**src/rtl/pipe_ctrl_if.sv**
```systemverilog
// pipe_ctrl_if: control-plane bundle between the WISC pipeline datapath and pipe_ctrl.
// Inputs to the controller: ID opcode/specifiers and the EX branch outcome.
// Outputs: PC/IF-ID enables and flush, per-stage control bits, forwarding rd/we, halt.
interface pipe_ctrl_if #(
  parameter int REGW = 4
);
  logic [3:0]      id_opcode;
  logic [REGW-1:0] id_rs;
  logic [REGW-1:0] id_rt;
  logic [REGW-1:0] id_rd;
  logic            ex_branch_taken;

  logic            pc_wr_en;
  logic            if_id_wr_en;
  logic            if_id_flush;
  logic            id_rf_re1;
  logic            id_rf_re2;
  logic            id_op_lxb;
  logic            id_op_sw;
  logic            ex_alu_alt_src;
  logic [REGW-1:0] ex_rd;
  logic [REGW-1:0] mem_rd;
  logic            ex_rf_we;
  logic            mem_rf_we;
  logic            mem_dm_rd_en;
  logic            mem_dm_wr_en;
  logic            wb_rf_we;
  logic            wb_mem_to_reg;
  logic [REGW-1:0] wb_rd;
  logic            halted;

  // Controller side
  modport slave (
    input  id_opcode, id_rs, id_rt, id_rd, ex_branch_taken,
    output pc_wr_en, if_id_wr_en, if_id_flush,
    output id_rf_re1, id_rf_re2, id_op_lxb, id_op_sw,
    output ex_alu_alt_src, ex_rd, mem_rd, ex_rf_we, mem_rf_we,
    output mem_dm_rd_en, mem_dm_wr_en, wb_rf_we, wb_mem_to_reg, wb_rd, halted
  );

  // Datapath side
  modport master (
    output id_opcode, id_rs, id_rt, id_rd, ex_branch_taken,
    input  pc_wr_en, if_id_wr_en, if_id_flush,
    input  id_rf_re1, id_rf_re2, id_op_lxb, id_op_sw,
    input  ex_alu_alt_src, ex_rd, mem_rd, ex_rf_we, mem_rf_we,
    input  mem_dm_rd_en, mem_dm_wr_en, wb_rf_we, wb_mem_to_reg, wb_rd, halted
  );
endinterface

```
**src/rtl/pipe_ctrl.sv**
```systemverilog
// pipe_ctrl: WISC pipeline controller - ID decode, ID/EX -> EX/MEM -> MEM/WB control
//   registers, load-use stall, branch flush, data-memory wait and halt drain.
// Latency: ID decode reaches wb_* after 3 clocks plus stall/wait cycles.
// Backpressure: mem wait freezes every stage; load-use and drain gate PC and IF/ID.
// Ports: clk, rst_n (async active-low), bus (pipe_ctrl_if.slave).
module pipe_ctrl #(
  parameter int REGW    = 4,
  parameter int MEM_LAT = 1
) (
  input  logic       clk,
  input  logic       rst_n,
  pipe_ctrl_if.slave bus
);

  typedef struct packed {
    logic            rf_we;
    logic            alu_alt_src;
    logic            dm_rd;
    logic            dm_wr;
    logic            mem_to_reg;
    logic            hlt;
    logic [REGW-1:0] rd;
  } ex_t;

  typedef struct packed {
    logic            rf_we;
    logic            dm_rd;
    logic            dm_wr;
    logic            mem_to_reg;
    logic            hlt;
    logic [REGW-1:0] rd;
  } mem_t;

  typedef struct packed {
    logic            rf_we;
    logic            mem_to_reg;
    logic            hlt;
    logic [REGW-1:0] rd;
  } wb_t;

  typedef enum logic [1:0] {S_RUN, S_DRAIN, S_HALTED} state_t;

  ex_t    r_idex, w_idex_nxt, w_id_dec;
  mem_t   r_exmem, w_exmem_nxt;
  wb_t    r_memwb, w_memwb_nxt;
  state_t r_state, w_state_nxt;

  logic w_re1, w_re2, w_lxb, w_sw, w_ld, w_hlt, w_we;
  logic w_mem_wait, w_flush, w_lu, w_live;
  logic w_pc, w_ifid, w_ifflush;

  // Opcode decode
  assign w_re1 = (bus.id_opcode <= 4'hB) || (bus.id_opcode == 4'hE);
  assign w_re2 = (bus.id_opcode <= 4'h4) || (bus.id_opcode == 4'h9);
  assign w_we  = (bus.id_opcode <= 4'h8) || (bus.id_opcode == 4'hA) ||
                 (bus.id_opcode == 4'hB) || (bus.id_opcode == 4'hD);
  assign w_lxb = (bus.id_opcode == 4'hA) || (bus.id_opcode == 4'hB);
  assign w_sw  = (bus.id_opcode == 4'h9);
  assign w_ld  = (bus.id_opcode == 4'h8);
  assign w_hlt = (bus.id_opcode == 4'hF);

  always_comb begin
    w_id_dec             = '0;
    w_id_dec.rf_we       = w_we;
    w_id_dec.alu_alt_src = w_ld | w_sw;
    w_id_dec.dm_rd       = w_ld;
    w_id_dec.dm_wr       = w_sw;
    w_id_dec.mem_to_reg  = w_ld;
    w_id_dec.hlt         = w_hlt;
    w_id_dec.rd          = bus.id_rd;
  end

  // Data-memory wait: counts extra cycles an LW/SW spends in EX/MEM
  generate
    if (MEM_LAT > 1) begin : g_wait
      localparam int CW = $clog2(MEM_LAT);
      logic [CW-1:0] r_cnt;
      logic          w_mem_op;
      assign w_mem_op   = r_exmem.dm_rd | r_exmem.dm_wr;
      assign w_mem_wait = w_mem_op && (r_cnt < CW'(MEM_LAT - 1));
      always_ff @(posedge clk or negedge rst_n) begin
        if (!rst_n)          r_cnt <= '0;
        else if (w_mem_wait) r_cnt <= r_cnt + 1'b1;
        else                 r_cnt <= '0;
      end
    end else begin : g_nowait
      assign w_mem_wait = 1'b0;
    end
  endgenerate

  // Hazards; mem wait outranks flush, flush outranks the load-use stall
  assign w_flush = bus.ex_branch_taken && !w_mem_wait && (r_state != S_HALTED);
  assign w_lu    = (r_state == S_RUN) && r_idex.dm_rd && (r_idex.rd != '0) &&
                   ((w_re1 && (r_idex.rd == bus.id_rs)) ||
                    (w_re2 && (r_idex.rd == bus.id_rt)));

  // Bubble into ID/EX on flush, stall, or any time the FSM is not fetching
  assign w_idex_nxt = (w_flush || w_lu || (r_state != S_RUN)) ? '0 : w_id_dec;

  always_comb begin
    w_exmem_nxt            = '0;
    w_exmem_nxt.rf_we      = r_idex.rf_we;
    w_exmem_nxt.dm_rd      = r_idex.dm_rd;
    w_exmem_nxt.dm_wr      = r_idex.dm_wr;
    w_exmem_nxt.mem_to_reg = r_idex.mem_to_reg;
    w_exmem_nxt.hlt        = r_idex.hlt;
    w_exmem_nxt.rd         = r_idex.rd;
    w_memwb_nxt            = '0;
    w_memwb_nxt.rf_we      = r_exmem.rf_we;
    w_memwb_nxt.mem_to_reg = r_exmem.mem_to_reg;
    w_memwb_nxt.hlt        = r_exmem.hlt;
    w_memwb_nxt.rd         = r_exmem.rd;
  end

  always_ff @(posedge clk or negedge rst_n) begin
    if (!rst_n) begin
      r_idex  <= '0;
      r_exmem <= '0;
      r_memwb <= '0;
    end else if (!w_mem_wait) begin
      r_idex  <= w_idex_nxt;
      r_exmem <= w_exmem_nxt;
      r_memwb <= w_memwb_nxt;
    end
  end

  // Halt FSM
  always_ff @(posedge clk or negedge rst_n) begin
    if (!rst_n) r_state <= S_RUN;
    else        r_state <= w_state_nxt;
  end

  always_comb begin
    w_state_nxt = r_state;
    w_pc        = 1'b0;
    w_ifid      = 1'b0;
    w_ifflush   = 1'b0;
    case (r_state)
      S_RUN: begin
        if (w_mem_wait) begin
          w_pc = 1'b0;
        end else if (w_flush) begin
          w_pc      = 1'b1;
          w_ifflush = 1'b1;
        end else if (!w_lu) begin
          w_pc   = 1'b1;
          w_ifid = 1'b1;
          if (w_hlt) w_state_nxt = S_DRAIN;
        end
      end
      S_DRAIN: begin
        if (w_mem_wait) begin
          w_pc = 1'b0;
        end else if (w_flush) begin
          // A redirect squashes the HLT that put us here
          w_pc        = 1'b1;
          w_ifflush   = 1'b1;
          w_state_nxt = S_RUN;
        end else if (r_memwb.hlt) begin
          w_state_nxt = S_HALTED;
        end
      end
      S_HALTED: w_state_nxt = S_HALTED;
      default:  w_state_nxt = S_RUN;
    endcase
  end

  assign w_live = (r_state != S_HALTED);

  // Front-end enables and ID decode are forced low while reset is held
  assign bus.pc_wr_en    = rst_n & w_pc;
  assign bus.if_id_wr_en = rst_n & w_ifid;
  assign bus.if_id_flush = rst_n & w_ifflush;
  assign bus.id_rf_re1   = rst_n & w_re1;
  assign bus.id_rf_re2   = rst_n & w_re2;
  assign bus.id_op_lxb   = rst_n & w_lxb;
  assign bus.id_op_sw    = rst_n & w_sw;

  assign bus.ex_alu_alt_src = w_live & r_idex.alu_alt_src;
  assign bus.ex_rf_we       = w_live & r_idex.rf_we;
  assign bus.ex_rd          = w_live ? r_idex.rd : '0;
  assign bus.mem_rf_we      = w_live & r_exmem.rf_we;
  assign bus.mem_rd         = w_live ? r_exmem.rd : '0;
  assign bus.mem_dm_rd_en   = w_live & r_exmem.dm_rd;
  assign bus.mem_dm_wr_en   = w_live & r_exmem.dm_wr;
  assign bus.wb_rf_we       = w_live & r_memwb.rf_we;
  assign bus.wb_mem_to_reg  = w_live & r_memwb.mem_to_reg;
  assign bus.wb_rd          = w_live ? r_memwb.rd : '0;
  assign bus.halted         = (r_state == S_HALTED);

endmodule

```
**src/flat_wrapper.sv**
```systemverilog
// flat-port wrapper written by rule: the top's interface ports become plain ports
module pipe_ctrl_flat 
#(
  parameter int REGW    = 4,
  parameter int MEM_LAT = 1
)
  (clk, rst_n, bus_id_opcode, bus_id_rs, bus_id_rt, bus_id_rd, bus_ex_branch_taken, bus_pc_wr_en, bus_if_id_wr_en, bus_if_id_flush, bus_id_rf_re1, bus_id_rf_re2, bus_id_op_lxb, bus_id_op_sw, bus_ex_alu_alt_src, bus_ex_rd, bus_mem_rd, bus_ex_rf_we, bus_mem_rf_we, bus_mem_dm_rd_en, bus_mem_dm_wr_en, bus_wb_rf_we, bus_wb_mem_to_reg, bus_wb_rd, bus_halted);
  pipe_ctrl_if #(.REGW(REGW)) bus_i ();
  input  logic clk;
  input  logic rst_n;
  input wire logic [$bits(bus_i.id_opcode)-1:0] bus_id_opcode;
  input wire logic [$bits(bus_i.id_rs)-1:0] bus_id_rs;
  input wire logic [$bits(bus_i.id_rt)-1:0] bus_id_rt;
  input wire logic [$bits(bus_i.id_rd)-1:0] bus_id_rd;
  input wire logic [$bits(bus_i.ex_branch_taken)-1:0] bus_ex_branch_taken;
  output wire logic [$bits(bus_i.pc_wr_en)-1:0] bus_pc_wr_en;
  output wire logic [$bits(bus_i.if_id_wr_en)-1:0] bus_if_id_wr_en;
  output wire logic [$bits(bus_i.if_id_flush)-1:0] bus_if_id_flush;
  output wire logic [$bits(bus_i.id_rf_re1)-1:0] bus_id_rf_re1;
  output wire logic [$bits(bus_i.id_rf_re2)-1:0] bus_id_rf_re2;
  output wire logic [$bits(bus_i.id_op_lxb)-1:0] bus_id_op_lxb;
  output wire logic [$bits(bus_i.id_op_sw)-1:0] bus_id_op_sw;
  output wire logic [$bits(bus_i.ex_alu_alt_src)-1:0] bus_ex_alu_alt_src;
  output wire logic [$bits(bus_i.ex_rd)-1:0] bus_ex_rd;
  output wire logic [$bits(bus_i.mem_rd)-1:0] bus_mem_rd;
  output wire logic [$bits(bus_i.ex_rf_we)-1:0] bus_ex_rf_we;
  output wire logic [$bits(bus_i.mem_rf_we)-1:0] bus_mem_rf_we;
  output wire logic [$bits(bus_i.mem_dm_rd_en)-1:0] bus_mem_dm_rd_en;
  output wire logic [$bits(bus_i.mem_dm_wr_en)-1:0] bus_mem_dm_wr_en;
  output wire logic [$bits(bus_i.wb_rf_we)-1:0] bus_wb_rf_we;
  output wire logic [$bits(bus_i.wb_mem_to_reg)-1:0] bus_wb_mem_to_reg;
  output wire logic [$bits(bus_i.wb_rd)-1:0] bus_wb_rd;
  output wire logic [$bits(bus_i.halted)-1:0] bus_halted;
  assign bus_i.id_opcode = bus_id_opcode;
  assign bus_i.id_rs = bus_id_rs;
  assign bus_i.id_rt = bus_id_rt;
  assign bus_i.id_rd = bus_id_rd;
  assign bus_i.ex_branch_taken = bus_ex_branch_taken;
  assign bus_pc_wr_en = bus_i.pc_wr_en;
  assign bus_if_id_wr_en = bus_i.if_id_wr_en;
  assign bus_if_id_flush = bus_i.if_id_flush;
  assign bus_id_rf_re1 = bus_i.id_rf_re1;
  assign bus_id_rf_re2 = bus_i.id_rf_re2;
  assign bus_id_op_lxb = bus_i.id_op_lxb;
  assign bus_id_op_sw = bus_i.id_op_sw;
  assign bus_ex_alu_alt_src = bus_i.ex_alu_alt_src;
  assign bus_ex_rd = bus_i.ex_rd;
  assign bus_mem_rd = bus_i.mem_rd;
  assign bus_ex_rf_we = bus_i.ex_rf_we;
  assign bus_mem_rf_we = bus_i.mem_rf_we;
  assign bus_mem_dm_rd_en = bus_i.mem_dm_rd_en;
  assign bus_mem_dm_wr_en = bus_i.mem_dm_wr_en;
  assign bus_wb_rf_we = bus_i.wb_rf_we;
  assign bus_wb_mem_to_reg = bus_i.wb_mem_to_reg;
  assign bus_wb_rd = bus_i.wb_rd;
  assign bus_halted = bus_i.halted;
  pipe_ctrl #(.REGW(REGW), .MEM_LAT(MEM_LAT)) u_core (.clk(clk), .rst_n(rst_n), .bus(bus_i));
endmodule
```
**config.mk**
```make
export PLATFORM = sky130hd
export DESIGN_NAME = pipe_ctrl_flat
export DESIGN_NICKNAME = d
export VERILOG_FILES = /design/src/rtl/pipe_ctrl_if.sv /design/src/rtl/pipe_ctrl.sv /design/src/flat_wrapper.sv
export SDC_FILE = /design/constraint.sdc
export NUM_CORES = 1
export LEC_CHECK = 0
export CAP_MARGIN = 20
export CORE_UTILIZATION = 30
export DETAILED_ROUTE_END_ITERATION = 6
export PLACE_DENSITY = 0.7
export SETUP_SLACK_MARGIN = 0.3
export SLEW_MARGIN = 20
export SYNTH_ARGS = -nofsm -noshare
export SYNTH_HDL_FRONTEND = slang
export SYNTH_SLANG_ARGS = --single-unit
```
**constraint.sdc**
```tcl
create_clock -name clk -period 1.5 [get_ports clk]
set_input_delay 0.3 -clock clk [delete_from_list [all_inputs] [get_ports clk]]
set_output_delay 0.3 -clock clk [all_outputs]
set_load 0.05 [all_outputs]
```
# Yosys cells after proc, flatten, opt, wreduce, memory -nomap -nowiden
# Cells that the tools add are included.
[word_totals] regBits=28 output_inout_bits=27
[op_classes] n_lt_le_gt_ge=3 bitwise_logic=15 eq_ne=16 n_mux=17 reduce_logical=20
[op_table] cell="4-bit == test, second input constant" n=7
[op_table] cell="1-bit AND" n=14
[op_table] cell="4-bit 2-to-1 mux" n=3
[op_table] cell="10-bit 2-to-1 mux" n=1
[op_table] cell="2-bit 2-to-1 mux" n=5
[op_table] cell="1-bit logical OR" n=9
[op_table] cell="4-bit == test" n=2
[op_table] cell="4-bit <= comparator, second input constant" n=2
[op_table] cell="1-bit logical AND" n=6
[op_table] cell="1-bit 2-to-1 mux" n=6
[op_table] cell="2-bit inequality test, second input constant" n=3
[op_table] cell="2-bit one-hot mux with 3 select lines" n=1
[op_table] cell="4-bit by 3-bit <= comparator with 1-bit output, second input constant" n=1
[op_table] cell="4-bit AND reduction" n=1
[op_table] cell="4-bit nonzero test" n=1
[op_table] cell="3-bit by 1-bit inequality test with 1-bit output, second input constant" n=1
[op_table] cell="2-bit by 1-bit == test with 1-bit output, second input constant" n=1
[op_table] cell="2-bit == test, second input constant" n=1
[op_table] cell="2-bit logical NOT" n=1
[op_table] cell="2-bit by 1-bit inequality test with 1-bit output, second input constant" n=1
[op_table] cell="1-bit one-hot mux with 2 select lines" n=1
[op_table] cell="2-bit nonzero test" n=1
[op_table] cell="2-bit OR reduction" n=1
[op_table] cell="1-bit bitwise OR" n=1

# Depth between registers and ports, before layout
[logic_depth] ltp_word=9 mapped_depth=5 depth_no_buf=4

# Worst setup path before layout
# OpenSTA, ideal clock, no wires.
[synth_timing] kind="reg2out" from="register u_core.r_idex[0] (netlist name)" to="output bus_pc_wr_en" path_stages_with_launch=4 t_arrival_ns=2.685 path_slack_ns=-1.485 path_cell_list="dfrtp_1 o41ai_4 o41ai_2 o41ai_1"
[synth_via] elab_chain_cells=8 word_cells_on_any_way=12
[synth_rtl] item="start: declaration" line="pipe_ctrl.sv:43" source="ex_t r_idex, w_idex_nxt, w_id_dec;"
[synth_rtl] item="start signal: assignment" line="pipe_ctrl.sv:121" source="r_idex <= w_idex_nxt;"
[synth_rtl] item="4-bit == test (on tied branches)" line="pipe_ctrl.sv:94, pipe_ctrl.sv:95"
[synth_rtl] item="1-bit logical AND (on tied branches)" line="pipe_ctrl.sv:94, pipe_ctrl.sv:95"
[synth_rtl] item="1-bit logical OR" line="pipe_ctrl.sv:94" source="((w_re1 && (r_idex.rd == bus.id_rs)) ||"
[synth_rtl] item="1-bit logical AND (*)" line="pipe_ctrl.sv:93" source="assign w_lu = (r_state == S_RUN) && r_idex.dm_rd && (r_idex.rd != '0) &&"
[synth_rtl] item="1-bit 2-to-1 mux (*)" line="pipe_ctrl.sv:145" source="end else if (!w_lu) begin"
[synth_rtl] item="1-bit 2-to-1 mux (*)" line="pipe_ctrl.sv:142" source="end else if (w_flush) begin"
[synth_rtl] item="1-bit one-hot mux with 2 select lines (*)" line="pipe_ctrl.sv:138" source="case (r_state)"
[synth_rtl] item="1-bit AND (*)" line="pipe_ctrl.sv:171" source="assign bus.pc_wr_en = rst_n & w_pc;"
[synth_rtl] item="end: declaration" line="flat_wrapper.sv:16" source="output wire logic [$bits(bus_i.pc_wr_en)-1:0] bus_pc_wr_en;"
# Every way passes the cells marked *; elsewhere a longest branch is shown, timed or not.

# Worst setup path after layout
[layout_timing] from="register u_core.r_idex[0] (netlist name)" to="output bus_if_id_wr_en"
[layout_via] elab_chain_cells=8 word_cells_on_any_way=12
[layout_rtl] item="4-bit == test (on tied branches)" line="pipe_ctrl.sv:94, pipe_ctrl.sv:95"
[layout_rtl] item="1-bit logical AND (on tied branches)" line="pipe_ctrl.sv:94, pipe_ctrl.sv:95"
[layout_rtl] item="1-bit logical OR" line="pipe_ctrl.sv:94"
[layout_rtl] item="1-bit logical AND (*)" line="pipe_ctrl.sv:93"
[layout_rtl] item="1-bit 2-to-1 mux (*)" line="pipe_ctrl.sv:145"
[layout_rtl] item="1-bit 2-to-1 mux (*)" line="pipe_ctrl.sv:142"
[layout_rtl] item="1-bit 2-to-1 mux (*)" line="pipe_ctrl.sv:138"
[layout_rtl] item="1-bit AND (*)" line="pipe_ctrl.sv:172" source="assign bus.if_id_wr_en = rst_n & w_ifid;"
[layout_rtl] item="end: declaration" line="flat_wrapper.sv:17" source="output wire logic [$bits(bus_i.if_id_wr_en)-1:0] bus_if_id_wr_en;"
# Marked as above.

==> results.sh <==
export IMPL_tritoncts="yes"
export IMPL_diodes=0
export IMPL_synth_cell_types=26
export IMPL_die_y_um=64.3
export IMPL_power_density_nw_per_um2=885
export IMPL_hold_buffers=0
export IMPL_maxClockFrequency_ghz=0.454
export IMPL_worstSetupPathType="flop to primary output"
export IMPL_place_hpwl_um=2490
export IMPL_drc=0
export IMPL_routedWlPerCell_um=15.4
export IMPL_firstDrtPassIters=4
export IMPL_ys_flop_type="dfrtp_1"
export IMPL_grt_max_degree=23
export IMPL_cts_max_level=1
export IMPL_combPwrFrac_pct=49.6
export IMPL_rsz0062_at_grt="true"
export IMPL_layout_setup_ws_ns=-0.702
export IMPL_status="complete, but fails checks"
export IMPL_synth_nets=123
export IMPL_yosysSeqAreaShare_pct=55.9
export IMPL_die_w_um=64.3
export IMPL_antenna_found_initial=0
export IMPL_synthCells=104
export IMPL_vias=1173
export IMPL_fin_cells=249
export IMPL_hp_class="input port to asynchronous set/reset pin"
export IMPL_critPathRequiredTime_ns=1.20
export IMPL_seq_area_um2=657
export IMPL_clk_pin_slew_ns=0.09
export IMPL_clock_sinks=26
export IMPL_core_area_um2=3690
export IMPL_dpl_worst_slack_ns=-0.782
export IMPL_intPower_mw=1.64
export IMPL_synth_edf_count=0
export IMPL_clock_power_share_pct=18.0
export IMPL_synth_area_leaders="dfrtp_1 (56%), and2_1 (9.7%), xnor2_1 (6.0%)"
export IMPL_power_total_mw=2.43
export IMPL_start_kind="flop"
export IMPL_critPathCaptureType="primary output"
export IMPL_holdWs_ns=0.0746
export IMPL_die_area_um2=4130
export IMPL_root_buffer="clkbuf_8"
export IMPL_ir_drop_mv=0.418
export IMPL_netlist_area_um2=1160
export IMPL_worst_pin_slew_ns=0.363
export IMPL_via_per_inst=4.71
export IMPL_yosysTopAreaCell="dfrtp_1"
export IMPL_period_share_pct=147
export IMPL_swShare_pct=32.7
export IMPL_fin_util_pct=74.6
export IMPL_gp_congestion=0.794
export IMPL_antenna_left=0
export IMPL_yosys_warnings=0
export IMPL_worstPathArrival_ns=1.90
export IMPL_min_period_ns=2.20
export IMPL_syn_avg_cell_area_um2=11.2
export IMPL_portBuffers=45
export IMPL_switchingPower_uw=795
export IMPL_dpl_cell_count=221
export IMPL_grtUsageTotal_pct=19.1
export IMPL_relSlewSlack_pct=75.7
export IMPL_grt_ovfl_total=0
export IMPL_pin_count=46
export IMPL_hold_viol=0
export IMPL_drive_gt1_share_pct=71.6
export IMPL_postRouteWirelength_um=3840
export IMPL_seqPwrFrac_pct=32.4
export IMPL_clock_latency_ns=0.27
export IMPL_worstPathMaxFanout=3
export IMPL_p_leak_nw=1.27
export IMPL_fillers=242
export IMPL_max_cap_viol_count=0
export IMPL_cts_max_path_buffers=2
export IMPL_placementRows=22
export IMPL_grt_pass1_wl_um=5870
export IMPL_final_nets=221
export IMPL_setup_viol=33
export IMPL_drt_initial_drc_count=9
export IMPL_numCtsBuffers=3
export IMPL_async_flop_share_pct=100
export IMPL_synth_seq_cells=26
export IMPL_grt_pass1_vias=1222
export IMPL_initial_core_util_pct=31.5
export IMPL_violations="negative setup slack"
export IMPL_finClkSkew_ns=0.0119
export IMPL_slew_violations=0
export IMPL_yosys_area_top_type_share_pct=55.9
export IMPL_multiInputGateArea_um2=717
export IMPL_area_growth_pct=136
cells by family (layout without fill, tap and decap cells):
logic type / Yosys count / in the layout / share of synthesized area [%]
buf+inv: 12 / 109 / 4.52
xor+xnor: 9 / 9 / 6.77
simple gates: 48 / 48 / 22.7
compound gates: 7 / 7 / 8.17
flops: 26 / 26 / 55.9
mux: 2 / 2 / 1.94
path summary, 6_finish.rpt:
check                                 start                end  slack, ns  depth (start not counted)
max                        u_core.r_idex[0]    bus_if_id_wr_en      -0.70                          6
min                                   rst_n  u_core.r_exmem[4]       0.07                          3
max reg2reg                u_core.r_idex[0]   u_core.r_idex[7]      -0.48                          8
min reg2reg                u_core.r_idex[6]  u_core.r_exmem[6]       0.35                          0
max in group asynchronous             rst_n   u_core.r_idex[2]       1.09                          3
min in group clk           bus_id_opcode[0]   u_core.r_idex[6]       0.30                          3
timing repair:
item / CTS / global route
gates cloned: 2 / 0
resized for setup: 70 / 17
setup buffers: 14 / 8
setup endpoints to repair: 37 / 37
pin swaps: 15 / 21
stage by stage:
stage,cell area (um2),setup TNS [ns]
finish,2750,-9.62
global placement,2250,-8.09
floorplan,1290,-1.15
CTS,2630,-8.46
detailed placement,2250,-8.91
global route,2750,-10.90
cells in the final DEF, fill, tap and decap left out, types with 2 or more instances in the layout:
master | synthesis | final
and2_4 | 0 | 19
nand2_4 | 0 | 2
xnor2_1 | 8 | 8
buf_6 | 1 | 15
inv_2 | 0 | 2
dfrtp_2 | 0 | 5
dlygate4sd2_1 | 0 | 3
clkdlybuf4s50_1 | 0 | 10
o41ai_4 | 1 | 3
nand2_2 | 0 | 2
buf_12 | 0 | 30
buf_8 | 0 | 3
inv_4 | 0 | 2
nand3_1 | 2 | 2
nand4_1 | 2 | 2
nor3_4 | 0 | 3
inv_1 | 9 | 4
nor3_1 | 9 | 3
buf_4 | 0 | 32
dfrtp_1 | 26 | 21
nor2_4 | 0 | 4
nor3_2 | 0 | 3
clkbuf_8 | 0 | 4
buf_2 | 0 | 2
nor4_4 | 0 | 2
cell type report:
cell class / instances / share of cell area [%]
sequential: 26 / 23.9
clock buffer: 4 / 2.00
multi-input combinational: 66 / 26.1
tap: 48 / 2.18
timing repair buffer: 96 / 44.3
inverter: 9 / 1.55
per-layer routing:
layer / up-vias / track usage [%] / share of wire, % / routed length, um
li1: 542 / - / - / -
met1: 580 / 21.0 / 37 / 1410
met3: 8 / 3.21 / 5.8 / 223
met4: 0 / 7.50 / 2.1 / 80
met5: - / 0 / 0 / 0
met2: 43 / 35.8 / 55 / 2120
synth_stat cells, drive strengths merged, types with 2 or more instances:
cell type / count
mux2: 2
nand4: 2
nand2: 5
nor4: 2
clkbuf: 2
o41ai: 3
inv: 9
nor2: 5
nor3: 9
dfrtp: 26
and2: 19
nand3: 2
xnor2: 8
power groups by stage:
stage / sequential (mW) / combinational [mW] / clock, mW
5_1_grt: 0.794 / 1.26 / 0.482
6_report: 0.789 / 1.21 / 0.438
3_3_place_gp: 0.802 / 0.948 / 0
4_1_cts: 0.788 / 1.15 / 0.442
3_5_place_dp: 0.804 / 0.959 / 0
2_1_floorplan: 0.798 / 0.481 / 0
flip-flops by register name, indices dropped and copies added, names as in the netlist:
name / flops
u_core.r_exmem: 8
u_core.r_idex: 9
u_core.r_memwb: 7
u_core.r_state: 2
critical path, cell delays in order, from the launching register on:
cell	delay [ns]
dfrtp_2	0.44
o41ai_4	0.32
buf_4	0.20
o41ai_4	0.11
buf_4	0.16
nor3_4	0.24
buf_12	0.17
No activity file was read; power rests on OpenSTA's default activity.
